--- src/rtl/wb_pkg.sv ---
// ---------------------------------------------------------------------------
// wb_pkg
// Shared types for the Wishbone command master:
//   state_t  - master FSM states (IDLE / BUS / FIN)
//   cmd_t    - latched command {we, addr, len, sel}
//   WB_*     - default bus geometry; WB_LANES is the byte-lane count DW/8
// ---------------------------------------------------------------------------
package wb_pkg;

  localparam int WB_AW    = 26;
  localparam int WB_DW    = 32;
  localparam int WB_LW    = 8;
  localparam int WB_LANES = WB_DW / 8;

  typedef enum logic [1:0] {
    IDLE = 2'd0,
    BUS  = 2'd1,
    FIN  = 2'd2
  } state_t;

  typedef struct packed {
    logic                we;
    logic [WB_AW-1:0]    addr;
    logic [WB_LW-1:0]    len;
    logic [WB_LANES-1:0] sel;
  } cmd_t;

endpackage

--- src/rtl/wb_beat_timer.sv ---
// ---------------------------------------------------------------------------
// wb_beat_timer
// Per-beat wait counter for the Wishbone master. Counts cycles that a beat
// spends on the bus without a slave response and flags expiry.
// Ports:
//   clk     - bus clock
//   rst_n   - asynchronous active-low reset
//   active  - a beat is on the bus (master in BUS)
//   clear   - slave responded this cycle (ack or err), restart for next beat
//   expire  - beat has waited TMO cycles with no response; never set if TMO=0
// ---------------------------------------------------------------------------
module wb_beat_timer #(
  parameter int TMO = 255
) (
  input  logic clk,
  input  logic rst_n,
  input  logic active,
  input  logic clear,
  output logic expire
);

  // Counter holds 0..TMO-1; the first bus cycle of a beat sees 0.
  localparam int CW = (TMO > 1) ? $clog2(TMO) : 1;

  logic [CW-1:0] cnt;

  always_ff @(posedge clk or negedge rst_n) begin
    if (!rst_n) begin
      cnt <= '0;
    end else if (!active || clear) begin
      cnt <= '0;
    end else begin
      cnt <= cnt + CW'(1);
    end
  end

  // Expiry fires in the TMO-th waiting cycle, so stb stays up exactly TMO
  // cycles before the master gives up. TMO=0 disables it entirely.
  assign expire = (TMO != 0) && active && (cnt == CW'(TMO - 1));

endmodule

--- src/rtl/wb_cmd_master.sv ---
// ---------------------------------------------------------------------------
// wb_cmd_master
// Wishbone classic-cycle initiator. Takes single/incrementing-burst commands
// on a valid/ready port and runs them on the bus, returning read data and a
// done/err completion pulse.
// Ports:
//   wb_clk_i, wb_resetn           - clock, async active-low reset
//   cmd_valid/cmd_ready           - command handshake (ready only in IDLE)
//   cmd_we/addr/len/sel           - command fields; beats = cmd_len+1
//   wr_data/wr_pop                - write data source; pop on each acked beat
//   rd_data/rd_valid              - registered read data, one pulse per beat
//   done/err                      - completion pulse, err valid with done
//   wb_cyc_o..wb_dat_o            - Wishbone master outputs
//   wb_dat_i/wb_ack_i/wb_err_i    - Wishbone slave responses
// ---------------------------------------------------------------------------
module wb_cmd_master
  import wb_pkg::*;
#(
  parameter int AW  = WB_AW,
  parameter int DW  = WB_DW,
  parameter int LW  = WB_LW,
  parameter int TMO = 255
) (
  input  logic            wb_clk_i,
  input  logic            wb_resetn,
  input  logic            cmd_valid,
  output logic            cmd_ready,
  input  logic            cmd_we,
  input  logic [AW-1:0]   cmd_addr,
  input  logic [LW-1:0]   cmd_len,
  input  logic [DW/8-1:0] cmd_sel,
  input  logic [DW-1:0]   wr_data,
  output logic            wr_pop,
  output logic [DW-1:0]   rd_data,
  output logic            rd_valid,
  output logic            done,
  output logic            err,
  output logic            wb_cyc_o,
  output logic            wb_stb_o,
  output logic            wb_we_o,
  output logic [AW-1:0]   wb_addr_o,
  output logic [DW/8-1:0] wb_sel_o,
  output logic [DW-1:0]   wb_dat_o,
  input  logic [DW-1:0]   wb_dat_i,
  input  logic            wb_ack_i,
  input  logic            wb_err_i
);

  state_t state, state_nxt;
  cmd_t   cmd_q;
  logic   err_q;
  logic   expire;

  logic in_bus, last_beat, ack_ok, beat_fail, accept;

  assign in_bus    = (state == BUS);
  assign last_beat = (cmd_q.len == '0);
  assign accept    = cmd_valid && (state == IDLE);
  // Slave error beats a simultaneous ack; a timeout only counts when the
  // slave has not answered in that same cycle.
  assign ack_ok    = in_bus && wb_ack_i && !wb_err_i;
  assign beat_fail = in_bus && (wb_err_i || (expire && !wb_ack_i));

  wb_beat_timer #(.TMO(TMO)) u_timer (
    .clk    (wb_clk_i),
    .rst_n  (wb_resetn),
    .active (in_bus),
    .clear  (wb_ack_i || wb_err_i),
    .expire (expire)
  );

  always_ff @(posedge wb_clk_i or negedge wb_resetn) begin
    if (!wb_resetn) state <= IDLE;
    else            state <= state_nxt;
  end

  // Bus controls are decoded from state so cyc/stb/we/sel fall at the same
  // edge that leaves BUS, and an async reset drops them immediately.
  always_comb begin
    state_nxt = state;
    cmd_ready = 1'b0;
    wb_cyc_o  = 1'b0;
    wb_stb_o  = 1'b0;
    wb_we_o   = 1'b0;
    wb_sel_o  = '0;
    wb_dat_o  = '0;
    wr_pop    = 1'b0;
    done      = 1'b0;
    case (state)
      IDLE: begin
        cmd_ready = 1'b1;
        if (cmd_valid) state_nxt = BUS;
      end
      BUS: begin
        wb_cyc_o = 1'b1;
        wb_stb_o = 1'b1;
        wb_we_o  = cmd_q.we;
        wb_sel_o = cmd_q.sel;
        if (cmd_q.we) wb_dat_o = wr_data;
        wr_pop   = ack_ok && cmd_q.we;
        if (beat_fail)                state_nxt = FIN;
        else if (ack_ok && last_beat) state_nxt = FIN;
      end
      FIN: begin
        done      = 1'b1;
        state_nxt = IDLE;
      end
      default: state_nxt = IDLE;
    endcase
  end

  // Command latch doubles as the live beat pointer: addr advances and len
  // counts down as beats are acked, so len==0 marks the final beat.
  always_ff @(posedge wb_clk_i or negedge wb_resetn) begin
    if (!wb_resetn) begin
      cmd_q    <= '0;
      err_q    <= 1'b0;
      rd_data  <= '0;
      rd_valid <= 1'b0;
    end else begin
      rd_valid <= ack_ok && !cmd_q.we;
      if (ack_ok && !cmd_q.we) rd_data <= wb_dat_i;
      if (accept) begin
        cmd_q.we   <= cmd_we;
        cmd_q.addr <= cmd_addr;
        cmd_q.len  <= cmd_len;
        cmd_q.sel  <= cmd_sel;
        err_q      <= 1'b0;
      end else if (beat_fail) begin
        err_q <= 1'b1;
      end else if (ack_ok && !last_beat) begin
        cmd_q.addr <= cmd_q.addr + AW'(DW / 8);
        cmd_q.len  <= cmd_q.len - LW'(1);
      end
    end
  end

  assign wb_addr_o = cmd_q.addr;
  assign err       = err_q;

endmodule

--- config.mk ---
export PLATFORM = sky130hd
export DESIGN_NAME = wb_cmd_master
export DESIGN_NICKNAME = d
export VERILOG_FILES = /design/src/rtl/wb_pkg.sv /design/src/rtl/wb_beat_timer.sv /design/src/rtl/wb_cmd_master.sv
export SDC_FILE = /design/constraint.sdc
export NUM_CORES = 1
export LEC_CHECK = 0
export BUFFER_PORTS_ARGS = -buffer_cell sky130_fd_sc_hd__buf_2
export CAP_MARGIN = 40
export CORE_ASPECT_RATIO = 0.6
export CORE_MARGIN = 1
export CORE_UTILIZATION = 35
export CTS_CLUSTER_DIAMETER = 60
export DETAILED_ROUTE_END_ITERATION = 12
export PLACE_DENSITY = 0.65
export SYNTH_ARGS = -nofsm -noshare
export SYNTH_HDL_FRONTEND = slang
export SYNTH_SLANG_ARGS = --single-unit
--- constraint.sdc ---
create_clock -name wb_clk_i -period 1.9 [get_ports wb_clk_i]
set_clock_uncertainty 0.15 [all_clocks]
set_input_delay 0 -clock wb_clk_i [delete_from_list [all_inputs] [get_ports wb_clk_i]]
set_output_delay 0 -clock wb_clk_i [all_outputs]
set_load 0.01 [all_outputs]
## Yosys cells after proc, flatten, opt, wreduce, memory -nomap -nowiden

Cells that the tools add are included.

- Add/sub/neg operators: 3
- $mul: 0
- Divide/modulo/power cells: 0
- $lt $le $gt $ge: 0
- Equality and inequality tests: 6
- Shift-type cells: 0
- Multiplexer cells: 18
- Bitwise logic cells: 0
- Reductions and logical operators: 24

Operators by type and width:

| kind | count |
|---|---|
| 34-bit 2-to-1 mux | 3 |
| 32-bit 2-to-1 mux | 2 |
| 26-bit by 3-bit adder with 26-bit output (second input constant) | 1 |
| 1-bit logical AND | 10 |
| 8-bit by 1-bit adder with 8-bit output (second input constant) | 1 |
| 8-bit equality test (second input constant) | 1 |
| 8-bit logical NOT | 1 |
| 8-bit 2-to-1 mux | 1 |
| 8-bit by 1-bit subtractor with 8-bit output (second input constant) | 1 |
| 1-bit 2-to-1 mux | 7 |
| 2-bit 2-to-1 mux | 3 |
| 1-bit logical NOT | 5 |
| 4-bit 2-to-1 mux | 1 |
| 2-bit one-hot mux with 2 select lines | 1 |
| 2-bit AND reduction | 2 |
| 2-bit nonzero test | 2 |
| 1-bit logical OR | 3 |
| 3-bit by 1-bit != test with 1-bit output (second input constant) | 1 |
| 2-bit by 1-bit equality test with 1-bit output (second input constant) | 1 |
| 2-bit equality test (second input constant) | 1 |
| 2-bit logical NOT | 1 |
| 2-bit by 1-bit != test with 1-bit output (second input constant) | 1 |
| 2-bit != test (second input constant) | 1 |

- Register bits: 83
- Bits in latches: 0
- Memory bits (writable): 0
- Memory bits (read-only): 0
- Bits of input ports: 108
- Output and inout bits: 102
- Word-level logic and storage cells: 60
- Memories: 0

## Logic depth before layout (Yosys ltp)

Gate-level depths: netlist of run 1.

- Depth in word-level cells: 7
- Depth in mapped cells: 8

## Modules after synthesis

A second synthesis of run 1 with hierarchy kept.

- Cell total of the unflattened synthesis: 426
- Area total of the unflattened synthesis: 4342.9 µm²

Modules (own cells, without submodules):

| module | times used | cells an instance | area each (µm²) |
|---|---|---|---|
| wb_cmd_master | 1 | 388 | 3966.3 |
| wb_beat_timer | 1 | 38 | 376.6 |

## Worst setup path after synthesis of run 1

OpenSTA, ideal clock, no wires.

- Kind: flip-flop to flip-flop
- Start point: register cmd_q[4] (netlist bit)
- End point: register cmd_q (netlist bit wb_addr_o[14])
- Arrival: 1.674 ns
- Data required time: 1.614 ns
- Setup slack: -0.060 ns
- Stages on the path, launching flop included: 9
- Path buffers: 1
- Period minus slack after synthesis: 1.960 ns
- Cells stage by stage: dfrtp_1 -> inv_1 -> ha_1 -> nor3b_1 -> a211o_1 -> buf_4 -> nor2_1 -> a211oi_1 -> a311oi_1

- Cells in the longest elaborated chain, start to end: 5

RTL lines:

| item | line | RTL |
|---|---|---|
| from (decl) | wb_cmd_master.sv:50 | `cmd_t cmd_q;` |
| 8-bit logical NOT | wb_cmd_master.sv:57 | `assign last_beat = (cmd_q.len == '0);` |
| 1-bit logical NOT | wb_cmd_master.sv:131 | `end else if (ack_ok && !last_beat) begin` |
| 1-bit logical AND | wb_cmd_master.sv:131 |  |
| 2-bit nonzero test (no line) | -- |  |
| 2-bit AND reduction (no line) | -- |  |

No other way between the ends.
A chain may end at the register's enable or synchronous reset.

## Worst setup path in the final report of run 1

Ends and elaborated chain as after synthesis.

==> metrics.txt, run 1 <==
Longest Clk Path Bufs=2; clk slew on worst S/H paths=0.06 ns; GRT overflow=0; max_cap viols=0; Total Wirelength=13,020 um; top cell type's share of synthesized area=47.74%; crit path time final=1.914 ns; WP data required=1.99 ns; starting density of the core=35.95%; Setup TNS Final=-0.03541 ns; Crit Path Class=reg -> reg; Max rail drop VDD=0.6307 mV; die width=145.9 um; I/O pin total=210; final core utilization=57.23%; gpl congestion=0.9539; share of cells above drive strength 1=46.23%; crit path cell chain=inv_2, ha_4, nor3b_4, a211o_1, buf_12, buf_8, nor2_4, a211oi_1, a311oi_1; Chip Height=88.36 um; worst skew pair latency=0.33 ns; Synth Area in XOR/XNOR=6.442%; EDFF count, synth=0; critical path startpoint category=flip-flop; final hold vios=0; 1st-iter DRT viols=142; Setup crit start=cmd_q[4]$_DFFE_PN0P_; synth unique cells=45; Slew Limit Fails=0; synthesized cell area=0.004350 mm2; Comb pwr share=45.7%; most frequent cell after synthesis=dfrtp_1; Antenna Nets Post-Route=0; synthesized net count=543; Clock Power Share=19.4%; Bufs and invs on worst path=3; simple-gate share of the synthesized area=22.75%; Sw Pwr=3.411 mW; Synth Area in Compound Gates=5.321%; Post-Layout Cell Count=895; synthesis warning total=0; post-DR wirelength/cell=14.55 um; post-synth top area cell=dfrtp_1; initial antenna violation count=1; mux contribution to synthesized area=8.513%; worst slew pin tran=0.4855 ns; Area growth syn-to-layout=59.19%; R2R setup slack=-0.01 ns; Pleak=3.503 nW; Synth Flop Type=dfrtp_1; Net Sw Frac=37.84%; global-route wire length before repair=20,420 um; Critical Path Fanout Max=6; status=finished with violations; GR Util All Layers=20.32%; Post-Place Cells=793; pre-CTS setup slack=-0.07289 ns; Root Driver=clkbuf_16; sequential power share=34.8%; Synth Area in Adders=1.438%; pwr dens=1302 mW/mm2; Max-slew headroom=67.63%; cell-internal power=5.604 mW; commonest cells in the netlist=dfrtp_1, nand2_1, and3_1; Achievable Freq=0.5225 GHz; Row Count=31; Avg Inst Size Synth=10.12 um2; CTS tree=done; failing checks=setup timing; final setup fails=3; reg2reg start=cmd_q[4]$_DFFE_PN0P_; drt drc=0; post-synthesis sequential area ratio=47.74%; main combinational cell family by area after synthesis=simple AND/OR/NAND/NOR gates; pin count of the biggest net entering global routing=50; Tcrit/Tclk final=100.7%; clk sink count=83; Port Buffer Count=209; synth top area cells=dfrtp_1, mux2_2, nand2_1, and3_1, buf_4; Vias=4,179; Worst setup EP type=flip-flop; dpl hpwl=9444 um; Slowest-stage cell, CP=dfrtp_1; Worst Hold Class=in -> async; R2R depth=9; #FFs+latches synth=83; RR Endpoint=wb_addr_o[14]$_DFFE_PN0P_; Final nets=837; Post-Synthesis Cells=430; crit-path leading delay family=compound AO/OA/AOI/OAI gates; DR pass1 iterations=4; CP arrival=2.00 ns; core area=0.01210 mm2; H-tree depth=3; filler cell count=1,075; RSZ-0062 raised after global routing=yes; Synth async-reset ratio=100.0%; number of global-route vias before repair=4,253; largest stage delay on the critical path=0.36 ns; Final WS setup=-0.01379 ns; CTS Buf Count=9; DIE AREA=0.01289 mm2; via density per instance=4.669
cell usage in the layout (no fill, tap or decap), types with 3 or more instances in the layout:
master,synthesis,layout
buf_12,0,3
a31oi_1,3,3
and3_1,34,34
buf_6,1,3
mux2_2,32,32
o21ai_0,23,9
nor3_4,1,3
ha_1,5,4
buf_2,4,208
nand3_1,17,16
and2_1,8,7
clkbuf_16,0,9
buf_4,28,43
nand4_1,6,6
nor2_1,25,19
inv_1,8,5
nor2_4,0,4
dlygate4sd3_1,0,75
xor2_1,14,14
o21ai_1,4,18
nand2_1,61,60
xnor2_1,18,17
dfrtp_1,83,83
inv_2,0,3
power groups by stage:
stage          Clock (mW)  Sequential [mW]  Combinational, mW
2_1_floorplan           0             3.30               2.14
3_3_place_gp            0             3.09               3.67
3_5_place_dp            0             3.14               3.76
4_1_cts              1.81             3.13               3.98
5_1_grt              1.89             3.24               4.49
6_report             1.75             3.14               4.12
worst reg2reg max path: cells and delay by family (launching register included):
family	cells	cell delay [ns]
AOI/OAI and AO/OA	3	0.61
adders and majority gates	1	0.14
buffers and inverters	3	0.34
and+or+nand+nor	2	0.22
DFF	1	0.36
through the flow:
stage	hold WS (ns)	total power, mW	instance area (um2)
after CTS	0.03462	8.927	6789
after detailed placement	-0.1450	6.899	5643
after global routing	0.05649	9.616	6925
after global placement	-0.1582	6.761	5643
after floorplan	-0.4456	5.443	4359
final	0.02348	9.015	6925
routing by layer:
| metal | vias up | wire length (um) | global-route usage, % |
|---|---|---|---|
| li1 | 2035 | - | - |
| met1 | 1982 | 5794 | 24.42 |
| met2 | 141 | 6291 | 35.19 |
| met3 | 21 | 692 | 5.567 |
| met4 | 0 | 245 | 8.325 |
| met5 | - | 0 | 0 |
area by class of cell:
type | count | area [um2] | share of cell area (%)
sequential | 83 | 2077 | 29.99
antenna | 1 | 2.502 | 0.03613
multi-input combinational | 288 | 2071 | 29.90
timing repair buffer | 334 | 2238 | 32.32
clock buffer | 9 | 225.2 | 3.252
inverter | 8 | 30.03 | 0.4336
tap | 165 | 206.4 | 2.981
clock inverter | 7 | 75.07 | 1.084
how the worst max path moves through the flow:
stage	to	slack, ns	cells after the start
2_1_floorplan	wb_addr_o[24]$_DFFE_PN0P_	0.0005	8
3_3_place_gp	wb_addr_o[24]$_DFFE_PN0P_	-0.03	8
3_5_place_dp	wb_addr_o[24]$_DFFE_PN0P_	-0.07	8
4_1_cts	wb_addr_o[10]$_DFFE_PN0P_	-0.1	9
5_1_grt	wb_addr_o[14]$_DFFE_PN0P_	-0.15	9
6_report	wb_addr_o[14]$_DFFE_PN0P_	-0.01	9
flip-flops by register name (all words and copies together) (netlist names):
| register | cells |
|---|---|
| err | 1 |
| cmd_q | 13 |
| state | 2 |
| rd_data | 32 |
| rd_valid | 1 |
| wb_addr_o | 26 |
| u_timer.cnt | 8 |
kinds of logic (layout without fill, tap and decap cells):
| group | after synthesis | after routing |
|---|---|---|
| buffers and inverters | 59 | 358 |
| and+or+nand+nor | 178 | 178 |
| xor gates and xnor gates | 32 | 32 |
| AOI/OAI and AO/OA | 40 | 40 |
| muxes | 33 | 33 |
| other | 0 | 1 |
| DFF | 83 | 83 |
| adders and majority gates | 5 | 5 |
timing repair:
| item | 4_1_cts | 5_1_grt |
|---|---|---|
| hold endpoints to repair | 157 | 0 |
| hold buffers | 75 | 0 |
| endpoints found under the setup margin | 7 | 62 |
| resized for setup | 18 | 35 |
| pin swaps | 8 | 27 |
| buffers inserted | 5 | 5 |
| gates cloned | 0 | 0 |
(Power assumes the default switching activity.)
==> run 2, diff against run 1 <==
ABC_AREA = 1   (was unset)
PLACE_DENSITY = 0.63   (was 0.65)
==> metrics.txt, run 2 <==
status=finished clean; gpl congestion=0.8301 (-13%); final setup fails=0 (-3); CP arrival=1.82 ns (-0.18 ns); Post-Synthesis Cells=718 (+67%); crit-path leading delay family=simple AND/OR/NAND/NOR gates; dpl hpwl=10,060 um (+6.5%); Synth Flop Type=dfrtp_1; final hold vios=0 (unchanged); filler cell count=1,277 (+19%); clk slew on worst S/H paths=0.06 ns (about the same); synthesis warning total=0 (unchanged); CP most frequent cell=nor2_1; Total Wirelength=14,340 um (+10%); clk sink count=83 (unchanged); Crit Path Class=reg -> reg; Biggest register=rd_data; DIE AREA=0.01439 mm2 (+12%); share of cells above drive strength 1=27.45% (-19 points); post-DR wirelength/cell=12.47 um (-14%); Worst Hold Class=in -> async; Antenna Nets Post-Route=0 (unchanged); number of global-route vias before repair=4,900 (+15%); Chip Height=93.31 um (+5.6%); via density per instance=4.587 (-1.8%); number of flip-flops in the largest register=32 (unchanged); max_cap viols=0 (unchanged); most frequent cells in the layout=nand2_1, buf_2, nor2_1, dfrtp_1, dlygate4sd3_1; Sequential cell area=0.002079 mm2 (+0.12%); synthesized cell area=0.004863 mm2 (+12%); CTS tree=done; R2R depth=9 (unchanged); reg2reg start=wb_addr_o[3]$_DFFE_PN0P_; GR Util All Layers=20.40% (+0.082 points); post-synth top area cell=dfrtp_1; pin count of the biggest net entering global routing=57 (+14%); drt drc=0 (unchanged); synth unique cells=29 (-36%); Vias=5,275 (+26%); Slew Limit Fails=0 (unchanged); DR pass1 iterations=4 (unchanged); WP data required=1.98 ns (about the same); R2R setup slack=0.16 ns (+0.17 ns); Bufs and invs on worst path=1 (-2); Setup TNS Final=0 ns (+0.03541 ns); worst skew pair latency=0.34 ns (about the same); Max rail drop VDD=0.5927 mV (-6.0%); Avg Inst Size Synth=6.774 um2 (-33%); crit path time final=1.739 ns (-0.1749 ns); Row Count=32 (+3.2%); RSZ-0062 raised after global routing=no; Multi-input gate area=0.002282 mm2 (+10%); top cell type's share of synthesized area=42.71% (-5.0 points); Post-CTS Setup Inserts=0 (-5); CTS Buf Count=9 (unchanged); global-route wire length before repair=23,380 um (+15%); synth top area cells=dfrtp_1, nand2_1, nor2_1, buf_4, nand3_1; commonest non-fill, non-tap cell in the layout=nand2_1; GRT overflow=0 (unchanged); worst slew pin tran=0.4507 ns (-0.03476 ns); Port Buffer Count=209 (unchanged); crit path cell chain=ha_1, nand2_1, nor2_1, buf_4, nand3_1, nor2_1, a21oi_1, nor2_1, nor2_1; Max-slew headroom=69.95% (+2.3 points); Pleak=3.772 nW (+7.7%); 1st-iter DRT viols=271 (+91%); starting density of the core=36.81% (+0.86 points); H-tree depth=3 (unchanged); post-synthesis sequential area ratio=42.71% (-5.0 points); commonest cells in the netlist=nand2_1, nor2_1, dfrtp_1; core area=0.01321 mm2 (+9.2%); Area growth syn-to-layout=44.61%; Achievable Freq=0.5751 GHz (+10%); Crit path depth=9 (unchanged); Tot Pwr=9.438 mW (+4.7%); RR Endpoint=wb_addr_o[12]$_DFFE_PN0P_; most frequent cell after synthesis=nand2_1; Synth async-reset ratio=100.0% (unchanged); EDFF count, synth=0 (unchanged); I/O pin total=210 (unchanged); Tcrit/Tclk final=91.52% (-9.2 points); pwr dens=1342 mW/mm2 (+3.1%); initial antenna violation count=0 (-1); Final nets=1,088 (+30%); Critical Path Fanout Max=4 (-2); largest stage delay on the critical path=0.38 ns (+0.02 ns); critical path startpoint category=flip-flop; Root Driver=clkbuf_16; die width=154.2 um (+5.7%); Longest Clk Path Bufs=2 (unchanged); Slowest-stage cell, CP=dfrtp_1; #FFs+latches synth=83 (unchanged); ant diodes=0 (-1); Worst setup EP type=flip-flop; synthesized net count=831 (+53%)
run 2: stage by stage:
step	hold slack [ns]	std cells	util (%)	cell area (um2)	setup WS, ns
6_report	0.03595	1150	53.23	7033	0.1611
5_1_grt	0.06588	1150	53.23	7033	0.007761
4_1_cts	0.02066	1150	53.08	7013	0.1044
3_5_place_dp	-0.1683	1059	45.11	5961	0.1230
3_3_place_gp	-0.1711	1059	45.11	5961	0.1430
2_1_floorplan	-0.4456	718	-	4863	0.3200
run 2: timing repair:
action,CTS,global route
hold buffers,75,0
resized for setup,0,7
hold endpoints to repair,164,0
setup endpoints to repair,0,7
run 2: cell type report:
cell class | instances | area share (%)
Tap cell | 170 | 3.024
Clock buffer | 9 | 3.202
Timing Repair Buffer | 300 | 28.00
Sequential cell | 83 | 29.57
Inverter | 50 | 2.669
Clock inverter | 7 | 1.085
Multi-Input combinational cell | 531 | 32.45
run 2: logic make-up (layout without fill, tap and decap cells):
group / after synthesis / count (layout) / synth area share, %
simple gates: 471 / 471 / 38.92
buf+inv: 104 / 366 / 10.78
flops: 83 / 83 / 42.71
compound gates: 51 / 51 / 5.583
fa+ha+maj: 5 / 5 / 1.286
xor+xnor: 4 / 4 / 0.7205
run 2: per-layer routing:
layer  track usage, %  routed length (um)
met5                0                   0
met4            4.750                 161
met3            4.727                 864
met2            32.58                6239
met1            28.03                7076
run 2: how the worst max path moves through the flow:
stage / to / startpoint / slack [ns]
after CTS: wb_addr_o[20]$_DFFE_PN0P_ / wb_addr_o[3]$_DFFE_PN0P_ / 0.10
after global placement: wb_addr_o[24]$_DFFE_PN0P_ / wb_addr_o[3]$_DFFE_PN0P_ / 0.14
after detailed placement: wb_addr_o[20]$_DFFE_PN0P_ / wb_addr_o[3]$_DFFE_PN0P_ / 0.12
final: wb_addr_o[12]$_DFFE_PN0P_ / wb_addr_o[3]$_DFFE_PN0P_ / 0.16
after global routing: wb_addr_o[20]$_DFFE_PN0P_ / wb_addr_o[10]$_DFFE_PN0P_ / 0.008
after floorplan: cmd_q[6]$_DFFE_PN0P_ / state[1]$_DFFE_PN0P_ / 0.32
run 2: power by group:
group	leakage (nW)	internal, mW	total, mW	switching (mW)
sequential	1.04	2.55	3.19	0.647
combinational	2.58	1.76	4.45	2.69
clock	0.142	1.03	1.79	0.762
